### config.mk
export PLATFORM = sky130hd
export DESIGN_NAME = ps2_keycode_writer
export DESIGN_NICKNAME = d
export VERILOG_FILES = /design/src/rtl/ps2_keycode_writer_pkg.sv /design/src/rtl/ps2_keycode_writer_scancode_map.sv /design/src/rtl/ps2_keycode_writer.sv
export SDC_FILE = /design/constraint.sdc
export NUM_CORES = 1
export LEC_CHECK = 0
export ABC_AREA = 1
export BUFFER_PORTS_ARGS = -buffer_cell sky130_fd_sc_hd__buf_2
export CAP_MARGIN = 40
export CORE_ASPECT_RATIO = 1.25
export CORE_UTILIZATION = 50
export DETAILED_ROUTE_END_ITERATION = 6
export PLACE_DENSITY = 0.73
export SKIP_LAST_GASP = 1
export SLEW_MARGIN = 25
export SYNTH_ARGS = -nofsm -noshare
export SYNTH_HDL_FRONTEND = slang
export SYNTH_SLANG_ARGS = --single-unit
### constraint.sdc
create_clock -name CLK -period 3.28 [get_ports CLK]
set_clock_uncertainty 0.15 [all_clocks]
set_input_delay 0.164 -clock CLK [delete_from_list [all_inputs] [get_ports CLK]]
set_output_delay 0.164 -clock CLK [all_outputs]
set_load 0.02 [all_outputs]
### src/rtl/ps2_keycode_writer_pkg.sv
// Shared keyboard-path definitions: game key codes, PS/2 prefix bytes,
// set-2 scan codes of the supported keys and the frame FSM states.
package ps2_keycode_writer_pkg;

  // 5-bit game key codes seen by the memory/CPU side
  localparam logic [4:0] KEY_UP    = 5'd3;
  localparam logic [4:0] KEY_DOWN  = 5'd4;
  localparam logic [4:0] KEY_LEFT  = 5'd5;
  localparam logic [4:0] KEY_RIGHT = 5'd6;
  localparam logic [4:0] KEY_ENTER = 5'h16;
  localparam logic [4:0] KEY_ESC   = 5'h1E;
  localparam logic [4:0] KEY_SPACE = 5'h1F;

  // PS/2 prefix bytes
  localparam logic [7:0] PS2_EXT = 8'hE0;
  localparam logic [7:0] PS2_BRK = 8'hF0;

  // Set-2 scan codes, non-extended
  localparam logic [7:0] SC_W     = 8'h1D;
  localparam logic [7:0] SC_S     = 8'h1B;
  localparam logic [7:0] SC_A     = 8'h1C;
  localparam logic [7:0] SC_D     = 8'h23;
  localparam logic [7:0] SC_ENTER = 8'h5A;
  localparam logic [7:0] SC_ESC   = 8'h76;
  localparam logic [7:0] SC_SPACE = 8'h29;

  // Set-2 scan codes, E0-extended
  localparam logic [7:0] SC_UP    = 8'h75;
  localparam logic [7:0] SC_DOWN  = 8'h72;
  localparam logic [7:0] SC_LEFT  = 8'h6B;
  localparam logic [7:0] SC_RIGHT = 8'h74;

  // Frame receiver states
  typedef enum logic [1:0] {
    FR_IDLE   = 2'd0,
    FR_DATA   = 2'd1,
    FR_PARITY = 2'd2,
    FR_STOP   = 2'd3
  } frame_state_t;

endpackage

### src/rtl/ps2_keycode_writer_scancode_map.sv
// Combinational scan-code lookup: {ext, scancode} -> {mapped, game code}.
// Arrows exist only as E0-extended codes; all other keys only without E0.
module ps2_scancode_map
  import ps2_keycode_writer_pkg::*;
(
  input  logic       ext,
  input  logic [7:0] scancode,
  output logic       mapped,
  output logic [4:0] code
);

  // Table lookup, default unmapped
  always_comb begin
    mapped = 1'b0;
    code   = '0;
    if (ext) begin
      case (scancode)
        SC_UP:    begin mapped = 1'b1; code = KEY_UP;    end
        SC_DOWN:  begin mapped = 1'b1; code = KEY_DOWN;  end
        SC_LEFT:  begin mapped = 1'b1; code = KEY_LEFT;  end
        SC_RIGHT: begin mapped = 1'b1; code = KEY_RIGHT; end
        default:  begin mapped = 1'b0; code = '0;        end
      endcase
    end else begin
      case (scancode)
        SC_W:     begin mapped = 1'b1; code = KEY_UP;    end
        SC_S:     begin mapped = 1'b1; code = KEY_DOWN;  end
        SC_A:     begin mapped = 1'b1; code = KEY_LEFT;  end
        SC_D:     begin mapped = 1'b1; code = KEY_RIGHT; end
        SC_ENTER: begin mapped = 1'b1; code = KEY_ENTER; end
        SC_ESC:   begin mapped = 1'b1; code = KEY_ESC;   end
        SC_SPACE: begin mapped = 1'b1; code = KEY_SPACE; end
        default:  begin mapped = 1'b0; code = '0;        end
      endcase
    end
  end

endmodule

### src/rtl/ps2_keycode_writer.sv
// PS/2 keyboard receiver and key-event writer. Conditions the raw PS/2
// lines, deframes bytes, decodes E0/F0 sequences and writes
// {code, pressed} into the instruction-memory patch port.
module ps2_keycode_writer
  import ps2_keycode_writer_pkg::*;
#(
  parameter int unsigned FILTER_LEN     = 8,
  parameter int unsigned TIMEOUT_CYCLES = 50000
) (
  input  logic       CLK,
  input  logic       Reset,
  input  logic       ps2_clk,
  input  logic       ps2_data,
  output logic [5:0] keyboard,
  output logic       WriteEnable,
  output logic       frame_error
);

  localparam int unsigned FW = $clog2(FILTER_LEN + 1);
  localparam int unsigned TW = $clog2(TIMEOUT_CYCLES + 1);

  logic [1:0]    clk_sync, dat_sync;
  logic [FW-1:0] flt_cnt;
  logic          clk_flt, clk_flt_d;
  logic          fall, sdata;

  frame_state_t  state, state_nx;
  logic [2:0]    bitcnt;
  logic [7:0]    shift_q;
  logic [TW-1:0] to_cnt;
  logic          timeout, parity_ok;
  logic          byte_valid, frame_err_c;

  logic          ext_flag, brk_flag;
  logic [4:0]    held;
  logic          map_hit;
  logic [4:0]    map_code;

  // Two-flop synchronizers; idle PS/2 lines are high
  always_ff @(posedge CLK) begin
    if (Reset) begin
      clk_sync <= '1;
      dat_sync <= '1;
    end else begin
      clk_sync <= {clk_sync[0], ps2_clk};
      dat_sync <= {dat_sync[0], ps2_data};
    end
  end

  // Clock filter: accept a new level only after FILTER_LEN stable cycles
  always_ff @(posedge CLK) begin
    if (Reset) begin
      flt_cnt <= '0;
      clk_flt <= 1'b1;
    end else if (clk_sync[1] == clk_flt) begin
      flt_cnt <= '0;
    end else if (flt_cnt == FW'(FILTER_LEN - 1)) begin
      flt_cnt <= '0;
      clk_flt <= clk_sync[1];
    end else begin
      flt_cnt <= flt_cnt + 1'b1;
    end
  end

  // Previous filtered level for falling-edge detection
  always_ff @(posedge CLK) begin
    if (Reset) clk_flt_d <= 1'b1;
    else       clk_flt_d <= clk_flt;
  end

  assign fall      = clk_flt_d & ~clk_flt;
  assign sdata     = dat_sync[1];
  assign parity_ok = ^{shift_q, sdata};
  assign timeout   = (state != FR_IDLE) && !fall && (to_cnt == TW'(TIMEOUT_CYCLES - 1));

  // Frame FSM state register
  always_ff @(posedge CLK) begin
    if (Reset) state <= FR_IDLE;
    else       state <= state_nx;
  end

  // Frame FSM next state, one step per filtered falling edge
  always_comb begin
    state_nx = state;
    case (state)
      FR_IDLE:   if (fall && !sdata)           state_nx = FR_DATA;
      FR_DATA:   if (fall && bitcnt == 3'd7)   state_nx = FR_PARITY;
      FR_PARITY: if (fall)                     state_nx = parity_ok ? FR_STOP : FR_IDLE;
      FR_STOP:   if (fall)                     state_nx = FR_IDLE;
      default:                                 state_nx = FR_IDLE;
    endcase
    if (timeout) state_nx = FR_IDLE;
  end

  // Frame FSM outputs: byte strobe and error strobe
  always_comb begin
    byte_valid  = 1'b0;
    frame_err_c = 1'b0;
    case (state)
      FR_IDLE:   frame_err_c = fall && sdata;
      FR_DATA:   frame_err_c = 1'b0;
      FR_PARITY: frame_err_c = fall && !parity_ok;
      FR_STOP: begin
        byte_valid  = fall && sdata;
        frame_err_c = fall && !sdata;
      end
      default:   frame_err_c = 1'b0;
    endcase
    if (timeout) frame_err_c = 1'b1;
  end

  // Frame datapath: bit counter, LSB-first shifter, inactivity counter
  always_ff @(posedge CLK) begin
    if (Reset) begin
      bitcnt  <= '0;
      shift_q <= '0;
      to_cnt  <= '0;
    end else begin
      if (state == FR_IDLE || fall) to_cnt <= '0;
      else                          to_cnt <= to_cnt + 1'b1;
      if (state == FR_IDLE && fall && !sdata) bitcnt <= '0;
      if (state == FR_DATA && fall) begin
        shift_q <= {sdata, shift_q[7:1]};
        bitcnt  <= bitcnt + 1'b1;
      end
    end
  end

  ps2_scancode_map u_map (
    .ext      (ext_flag),
    .scancode (shift_q),
    .mapped   (map_hit),
    .code     (map_code)
  );

  // Error strobe register
  always_ff @(posedge CLK) begin
    if (Reset) frame_error <= 1'b0;
    else       frame_error <= frame_err_c;
  end

  // Decoder: prefix flags, held key and the write port.
  // keyboard[0] doubles as the "held key is pressed" flag.
  always_ff @(posedge CLK) begin
    if (Reset) begin
      ext_flag    <= 1'b0;
      brk_flag    <= 1'b0;
      held        <= '0;
      keyboard    <= '0;
      WriteEnable <= 1'b0;
    end else begin
      WriteEnable <= 1'b0;
      if (byte_valid) begin
        if (shift_q == PS2_EXT) begin
          ext_flag <= 1'b1;
        end else if (shift_q == PS2_BRK) begin
          brk_flag <= 1'b1;
        end else begin
          ext_flag <= 1'b0;
          brk_flag <= 1'b0;
          if (map_hit) begin
            if (!brk_flag) begin
              if (map_code != held || !keyboard[0]) begin
                keyboard    <= {map_code, 1'b1};
                held        <= map_code;
                WriteEnable <= 1'b1;
              end
            end else if (map_code == held && keyboard[0]) begin
              keyboard    <= {map_code, 1'b0};
              WriteEnable <= 1'b1;
            end
          end
        end
      end
    end
  end

endmodule

==> metrics.yaml, run 1 <==
place_area_um2: 2863
placeableCoreArea_um2: 5189
timing.final.setup_violations: 0
leakage_power_nw: 1.206
cap_viol_max_count: 0
yosysTopAreaCell: "sky130_fd_sc_hd__dfxtp_1"
cts_hold_repair.buffers: 3
htree_num_levels: 2
antenna_left: 0
stdcell_area_um2: 3014
yosys-top-cells-area: "sky130_fd_sc_hd__dfxtp_1, sky130_fd_sc_hd__nand2_1, sky130_fd_sc_hd__nor2_1"
worst_ep_required_time_ns: 3.38
sequential_to_total_area_share_from_yosys_stat_pct: 39.34
drc_errors: 0
clock_latency_reported_for_the_late_side_of_the_worst_skew_pair_ns: 0.31
synthesis.area_um2: 2748
layout-drive-gt1-share_pct: 14.53
root_buffer: "sky130_fd_sc_hd__clkbuf_8"
post-dp-hpwl_um: 3942
gr-usage-all-layers_pct: 21.02
netlist_instances: 387
final_hold_viol_count: 0
grt_start_max_net_pins: 25
dr_total_vias: 2399
vdd_drop_max_uv: 274.0
floorplan.io_pins: 12
ys_types: 33
cts_made_buffers: 5
timing.max_slew.rel_slack_pct: 56.20
pwrdens_nw_per_um2: 381.0
synth-seq-cells: 54
syn_nets: 395
num_rows: 29
cts_post_setup_buffers_inserted: 0
floorplan.initialDensity_pct: 52.95
cts.clk_slew.worst_paths_ns: 0.10
worst_ep_arrival_time_ns: 2.33
grt_pass1_wl_um: 9418
nNetsFinal: 413
finalWeightedCongestion: 0.8611
totalNegativeSetupSlack_ns: 0
worst-path-max-fanout: 10
height_of_the_die_um: 84.88
cts_max_path_buffers: 2
clock_sinks: 54
timing_max_transition_violations_final: 0
timing_worst_setup_path_type: "reg2reg"
wl_um: 5233
first_global_vias: 2315
timing.final.crit_share_pct: 68.02
drt_first_pass_iters: 4
portBuffers: 11
clock_tree_from_tritoncts: "built"
die_wd_um: 68.31
critical_path.startpoint_type: "flip-flop"
antenna_found_initial: 0
syn2layout_area_growth_pct: 9.699
maximum_clock_frequency_mhz: 448.2
run_status: "finished clean"
drt-vias-per-instance: 5.126
post-synth-top-area-fraction_pct: 39.34
floorplan.die_area_um2: 5798
n_antenna_cell: 0
detailedRoute.firstIterationViolations: 110
synthesis.yosys.warnings: 0
rsz0062_at_grt: "false"
hp-class: "reg2reg"
postSynthAreaPerCell_um2: 7.100
crit_path_end_kind: "flip-flop"
period_needed_ns: 2.231
post_cts_resize_count: 0
tightestPinTransition_ns: 0.6563
route.detailed.wl_per_inst_um: 11.18
globalRoute.totalOverflow: 0
-- where the power goes --
group          switching, mW  total [mW]  internal, mW
clock network          0.219       0.470         0.251
registers            0.00158       0.659         0.658
logic                 0.0106      0.0189       0.00831
total                  0.231        1.15         0.917
-- per-layer routing --
metal | vias up | GRT usage, % | share of wire (%)
li1 | 1283 | - | -
met1 | 1081 | 23.39 | 46
met2 | 24 | 37.61 | 50
met3 | 11 | 4.570 | 1.9
met4 | 0 | 7.765 | 1.9
met5 | - | 0 | 0
-- cells in the mapped netlist --
library cell	count
sky130_fd_sc_hd__or2_2	4
sky130_fd_sc_hd__and2_1	1
sky130_fd_sc_hd__inv_1	45
sky130_fd_sc_hd__inv_2	5
sky130_fd_sc_hd__dfxtp_1	54
sky130_fd_sc_hd__nor4_1	5
sky130_fd_sc_hd__o21ai_0	20
sky130_fd_sc_hd__clkinv_1	2
sky130_fd_sc_hd__clkbuf_1	3
sky130_fd_sc_hd__nor3b_1	2
sky130_fd_sc_hd__clkbuf_8	1
sky130_fd_sc_hd__xor2_1	5
sky130_fd_sc_hd__or3_1	1
sky130_fd_sc_hd__nor2_1	59
sky130_fd_sc_hd__ha_1	4
sky130_fd_sc_hd__nor3_1	6
sky130_fd_sc_hd__nor2_2	3
sky130_fd_sc_hd__a21oi_1	30
sky130_fd_sc_hd__nand3_1	20
sky130_fd_sc_hd__o211ai_1	2
sky130_fd_sc_hd__nand3b_1	1
sky130_fd_sc_hd__nand3_2	5
sky130_fd_sc_hd__a21oi_2	1
sky130_fd_sc_hd__nand4_1	6
sky130_fd_sc_hd__nor2_4	4
sky130_fd_sc_hd__nand4_2	1
sky130_fd_sc_hd__nand2_2	11
sky130_fd_sc_hd__nand2_4	5
sky130_fd_sc_hd__xnor2_1	3
sky130_fd_sc_hd__o21a_1	2
sky130_fd_sc_hd__a31oi_1	6
sky130_fd_sc_hd__a211o_1	1
sky130_fd_sc_hd__nand2_1	69
-- cell type report --
type | instances | area, um^2
Fill cell | 494 | 2175
Multi-Input combinational cell | 277 | 1446
Sequential cell | 54 | 1081
Inverter | 52 | 195.2
Timing Repair Buffer | 15 | 92.59
Clock buffer | 6 | 82.58
Tap cell | 62 | 77.57
Clock inverter | 2 | 38.79
-- registers in the layout, indices dropped and copies added (netlist names) --
signal,flops
state,2
shift_q,8
brk_flag,1
clk_sync,2
to_cnt,16
dat_sync,2
clk_flt,1
WriteEnable,1
bitcnt,3
keyboard,6
held,5
frame_error,1
ext_flag,1
flt_cnt,4
clk_flt_d,1
-- metrics by stage --
| stage | instances | power, mW | setup WS [ns] | hold WS, ns | utilization [%] |
|---|---|---|---|---|---|
| after CTS | 468 | 1.161 | 1.029 | 0.2753 | 58.09 |
| after detailed placement | 457 | 0.6909 | 1.054 | 0.2032 | 55.17 |
| after global routing | 468 | 1.189 | 0.7426 | 0.2976 | 58.09 |
| final | 468 | 1.148 | 1.049 | 0.2699 | 58.09 |
| after global placement | 457 | 0.6908 | 1.105 | 0.1967 | 55.17 |
| after floorplan | 387 | 0.6875 | 1.403 | 0.1178 | - |
-- worst max-delay path, cell delays in order (launching register included) --
cell,delay [ns]
sky130_fd_sc_hd__dfxtp_1,0.37
sky130_fd_sc_hd__inv_2,0.08
sky130_fd_sc_hd__nand2_1,0.11
sky130_fd_sc_hd__nor2_1,0.26
sky130_fd_sc_hd__o21ai_0,0.16
sky130_fd_sc_hd__nand3_1,0.11
sky130_fd_sc_hd__and2_1,0.20
sky130_fd_sc_hd__nor2_1,0.09
sky130_fd_sc_hd__nor2_4,0.14
sky130_fd_sc_hd__nand2_2,0.08
sky130_fd_sc_hd__nand2_4,0.12
sky130_fd_sc_hd__nand2_4,0.09
sky130_fd_sc_hd__nand2_1,0.06
sky130_fd_sc_hd__nand2_1,0.04
sky130_fd_sc_hd__nor2_1,0.12
-- cell families (layout without fill, tap and decap cells) --
| kind of cell | Yosys count | in the layout | share of synthesized area (%) |
|---|---|---|---|
| compound gates | 62 | 62 | 12.20 |
| xor+xnor | 8 | 8 | 2.550 |
| fa+ha+maj | 4 | 4 | 1.822 |
| buf+inv | 56 | 75 | 8.015 |
| flops | 54 | 54 | 39.34 |
| simple gates | 203 | 203 | 36.07 |
-- cell usage in the layout (no fill, tap or decap), types with 11 or more instances in the layout --
cell                      instances
sky130_fd_sc_hd__nand2_2         11
sky130_fd_sc_hd__dfxtp_1         54
sky130_fd_sc_hd__nand2_1         69
sky130_fd_sc_hd__o21ai_0         20
sky130_fd_sc_hd__a21oi_1         30
sky130_fd_sc_hd__nor2_1          59
sky130_fd_sc_hd__buf_2           11
sky130_fd_sc_hd__inv_1           45
sky130_fd_sc_hd__nand3_1         20
-- worst paths after layout --
path,from,end,slack [ns],cells past startpoint
worst max-delay path,shift_q[6],keyboard[2],1.05,14
worst min-delay path,dat_sync[0],dat_sync[1],0.27,1
worst max register to register,shift_q[6],keyboard[2],1.05,14
worst min register to register,dat_sync[0],dat_sync[1],0.27,1
Power figures use the tool's default switching activity.
==> inputs of run 2 (changes only) <==
==> constraint.sdc (replaced) <==
create_clock -name CLK -period 2.13 [get_ports CLK]
set_clock_uncertainty 0.15 [all_clocks]
set_input_delay 0.1065 -clock CLK [delete_from_list [all_inputs] [get_ports CLK]]
set_output_delay 0.1065 -clock CLK [all_outputs]
set_load 0.02 [all_outputs]
==> run 2 against run 1 <==
Compared with the run above:
- worst hold slack got worse by 0.0030 ns
- design area increased by 9.2%
- critical path type unchanged
- sequential power increased by 53%
- largest power group unchanged
- clock-buffer cell count increased by 1
- clock power increased by 27%
- non-clock buffer count increased by 13
==> metrics.yaml, run 2 (synthesis results as in run 1) <==
run_status: "finished clean"
cts_max_path_buffers: 2
floorplan.die_area_um2: 5798
wl_um: 5788
largest_register_ffs: 16
cap_viol_max_count: 0
total_switching_power_mw: 0.3469
syn2layout_area_growth_pct: 19.76
htree_num_levels: 2
timing_max_transition_violations_final: 0
placement.setup.worst_slack_ns: 0.01919
total_chip_power_mw: 1.634
fin_worst_hold_slack_ns: 0.2669
final_hold_viol_count: 0
sw_frac_of_total_pct: 21.23
power.internal_mw: 1.287
timing_worst_setup_path_type: "reg2reg"
vdd_drop_max_uv: 369.2
finalWeightedCongestion: 0.8912
layout-drive-gt1-share_pct: 25.95
timing.final.crit_share_pct: 97.57
layout.cells.most_common: "sky130_fd_sc_hd__nand2_1"
dr_total_vias: 2584
tightestPinTransition_ns: 0.3408
final_cell_mix: "sky130_fd_sc_hd__nand2_1, sky130_fd_sc_hd__nor2_1, sky130_fd_sc_hd__dfxtp_1"
drt-vias-per-instance: 5.361
nNetsFinal: 427
power.combinational.fraction_pct: 1.9
stdcell_area_um2: 3291
n_fill_cell: 446
globalRoute.totalOverflow: 0
fin_util_pct: 63.42
post-dp-hpwl_um: 4135
number_of_standard_cells_in_the_layout_taps_in_and_fillers_out: 482
sequential_group_share_of_total_power_pct: 61.6
pwrdens_nw_per_um2: 496.5
clock_tree_from_tritoncts: "built"
n_antenna_cell: 0
root_buffer: "sky130_fd_sc_hd__clkbuf_8"
placeableCoreArea_um2: 5189
pwr-share-clk_pct: 36.5
placed_cells_incl_taps: 465
setup_slack_ns: 0.05171
detailedRoute.firstIterationViolations: 112
worst_ep_arrival_time_ns: 2.18
worst-path-max-fanout: 8
critical_path.startpoint_type: "flip-flop"
timing.final.setup_violations: 0
clock_latency_reported_for_the_late_side_of_the_worst_skew_pair_ns: 0.31
first_global_vias: 2270
timing.max_slew.rel_slack_pct: 77.25
totalNegativeSetupSlack_ns: 0
rsz0062_at_grt: "true"
crit_path_end_kind: "flip-flop"
worst_ep_required_time_ns: 2.23
die_wd_um: 68.31
antenna_left: 0
drt_first_pass_iters: 4
leakage_power_nw: 1.279
registers.top_by_ff_count: "to_cnt"
antenna_found_initial: 0
seq_area_um2: 1111
cts.clk_slew.worst_paths_ns: 0.10
clock_sinks: 54
height_of_the_die_um: 84.88
area_occupied_by_multi_input_gates_um2: 1617
floorplan.io_pins: 12
maximum_clock_frequency_mhz: 481.2
cts_made_buffers: 5
route.detailed.wl_per_inst_um: 12.01
gr-usage-all-layers_pct: 20.42
portBuffers: 11
drc_errors: 0
largestRegisters: "to_cnt: 16 flops, shift_q: 8 flops, keyboard: 6 flops"
grt_pass1_wl_um: 9190
place_area_um2: 2923
num_rows: 29
period_needed_ns: 2.078
floorplan.initialDensity_pct: 52.95
grt_start_max_net_pins: 17
hp-class: "reg2reg"
## run 2: area by class of cell
type / count / area share (%)
well taps: 62 / 2.357
repair buffers: 28 / 5.779
clock buffers: 7 / 2.624
inverters: 52 / 6.084
multi-input cells: 278 / 49.13
clock inverters: 1 / 0.2662
flip-flops and latches: 54 / 33.76
## run 2: layer usage
| layer | share of wire, % | up-vias | track usage [%] |
|---|---|---|---|
| li1 | - | 1331 | - |
| met1 | 42 | 1172 | 22.79 |
| met2 | 51 | 58 | 35.83 |
| met3 | 2.5 | 23 | 3.360 |
| met4 | 4.4 | 0 | 10.42 |
| met5 | 0 | - | 0 |
## run 2: critical path, cell delays in order, from the launching register on
cell and delay [ns]:
sky130_fd_sc_hd__dfxtp_4 0.38, sky130_fd_sc_hd__inv_2 0.06, sky130_fd_sc_hd__nand2_2 0.08, sky130_fd_sc_hd__nor2_4 0.17
sky130_fd_sc_hd__nand2_2 0.11, sky130_fd_sc_hd__nand2_4 0.11, sky130_fd_sc_hd__nor2_4 0.06, sky130_fd_sc_hd__nand2_2 0.10
sky130_fd_sc_hd__nand2_4 0.06, sky130_fd_sc_hd__nand2_2 0.06, sky130_fd_sc_hd__nand2_2 0.06, sky130_fd_sc_hd__nor2_4 0.18
sky130_fd_sc_hd__nand2_4 0.10, sky130_fd_sc_hd__nand2_8 0.11, sky130_fd_sc_hd__nand2_8 0.07, sky130_fd_sc_hd__nand2_1 0.06
sky130_fd_sc_hd__nand2_1 0.04, sky130_fd_sc_hd__nor2_1 0.09
## run 2: repair_timing
action | CTS | global route
hold buffers | 3 | 0
setup buffers | 0 | 5
setup endpoints to repair | 0 | 14
hold endpoints to repair | 7 | 0
resized for setup | 0 | 62
## run 2: power by group through the flow
| stage | Combinational [mW] | Sequential (mW) | Clock, mW |
|---|---|---|---|
| after floorplan | 0.0207 | 1.04 | 0 |
| after global placement | 0.0263 | 1.04 | 0 |
| after CTS | 0.0309 | 1.02 | 0.617 |
| after detailed placement | 0.0266 | 1.04 | 0 |
| after global routing | 0.0350 | 1.01 | 0.641 |
| final | 0.0314 | 1.01 | 0.596 |
## run 2: worst paths after layout
path / start / to / slack, ns / cells past startpoint
worst max register to register: shift_q[0] / keyboard[1] / 0.05 / 17
worst min register to register: clk_sync[0] / clk_sync[1] / 0.27 / 1
worst max-delay path: shift_q[0] / keyboard[1] / 0.05 / 17
worst min-delay path: clk_sync[0] / clk_sync[1] / 0.27 / 1
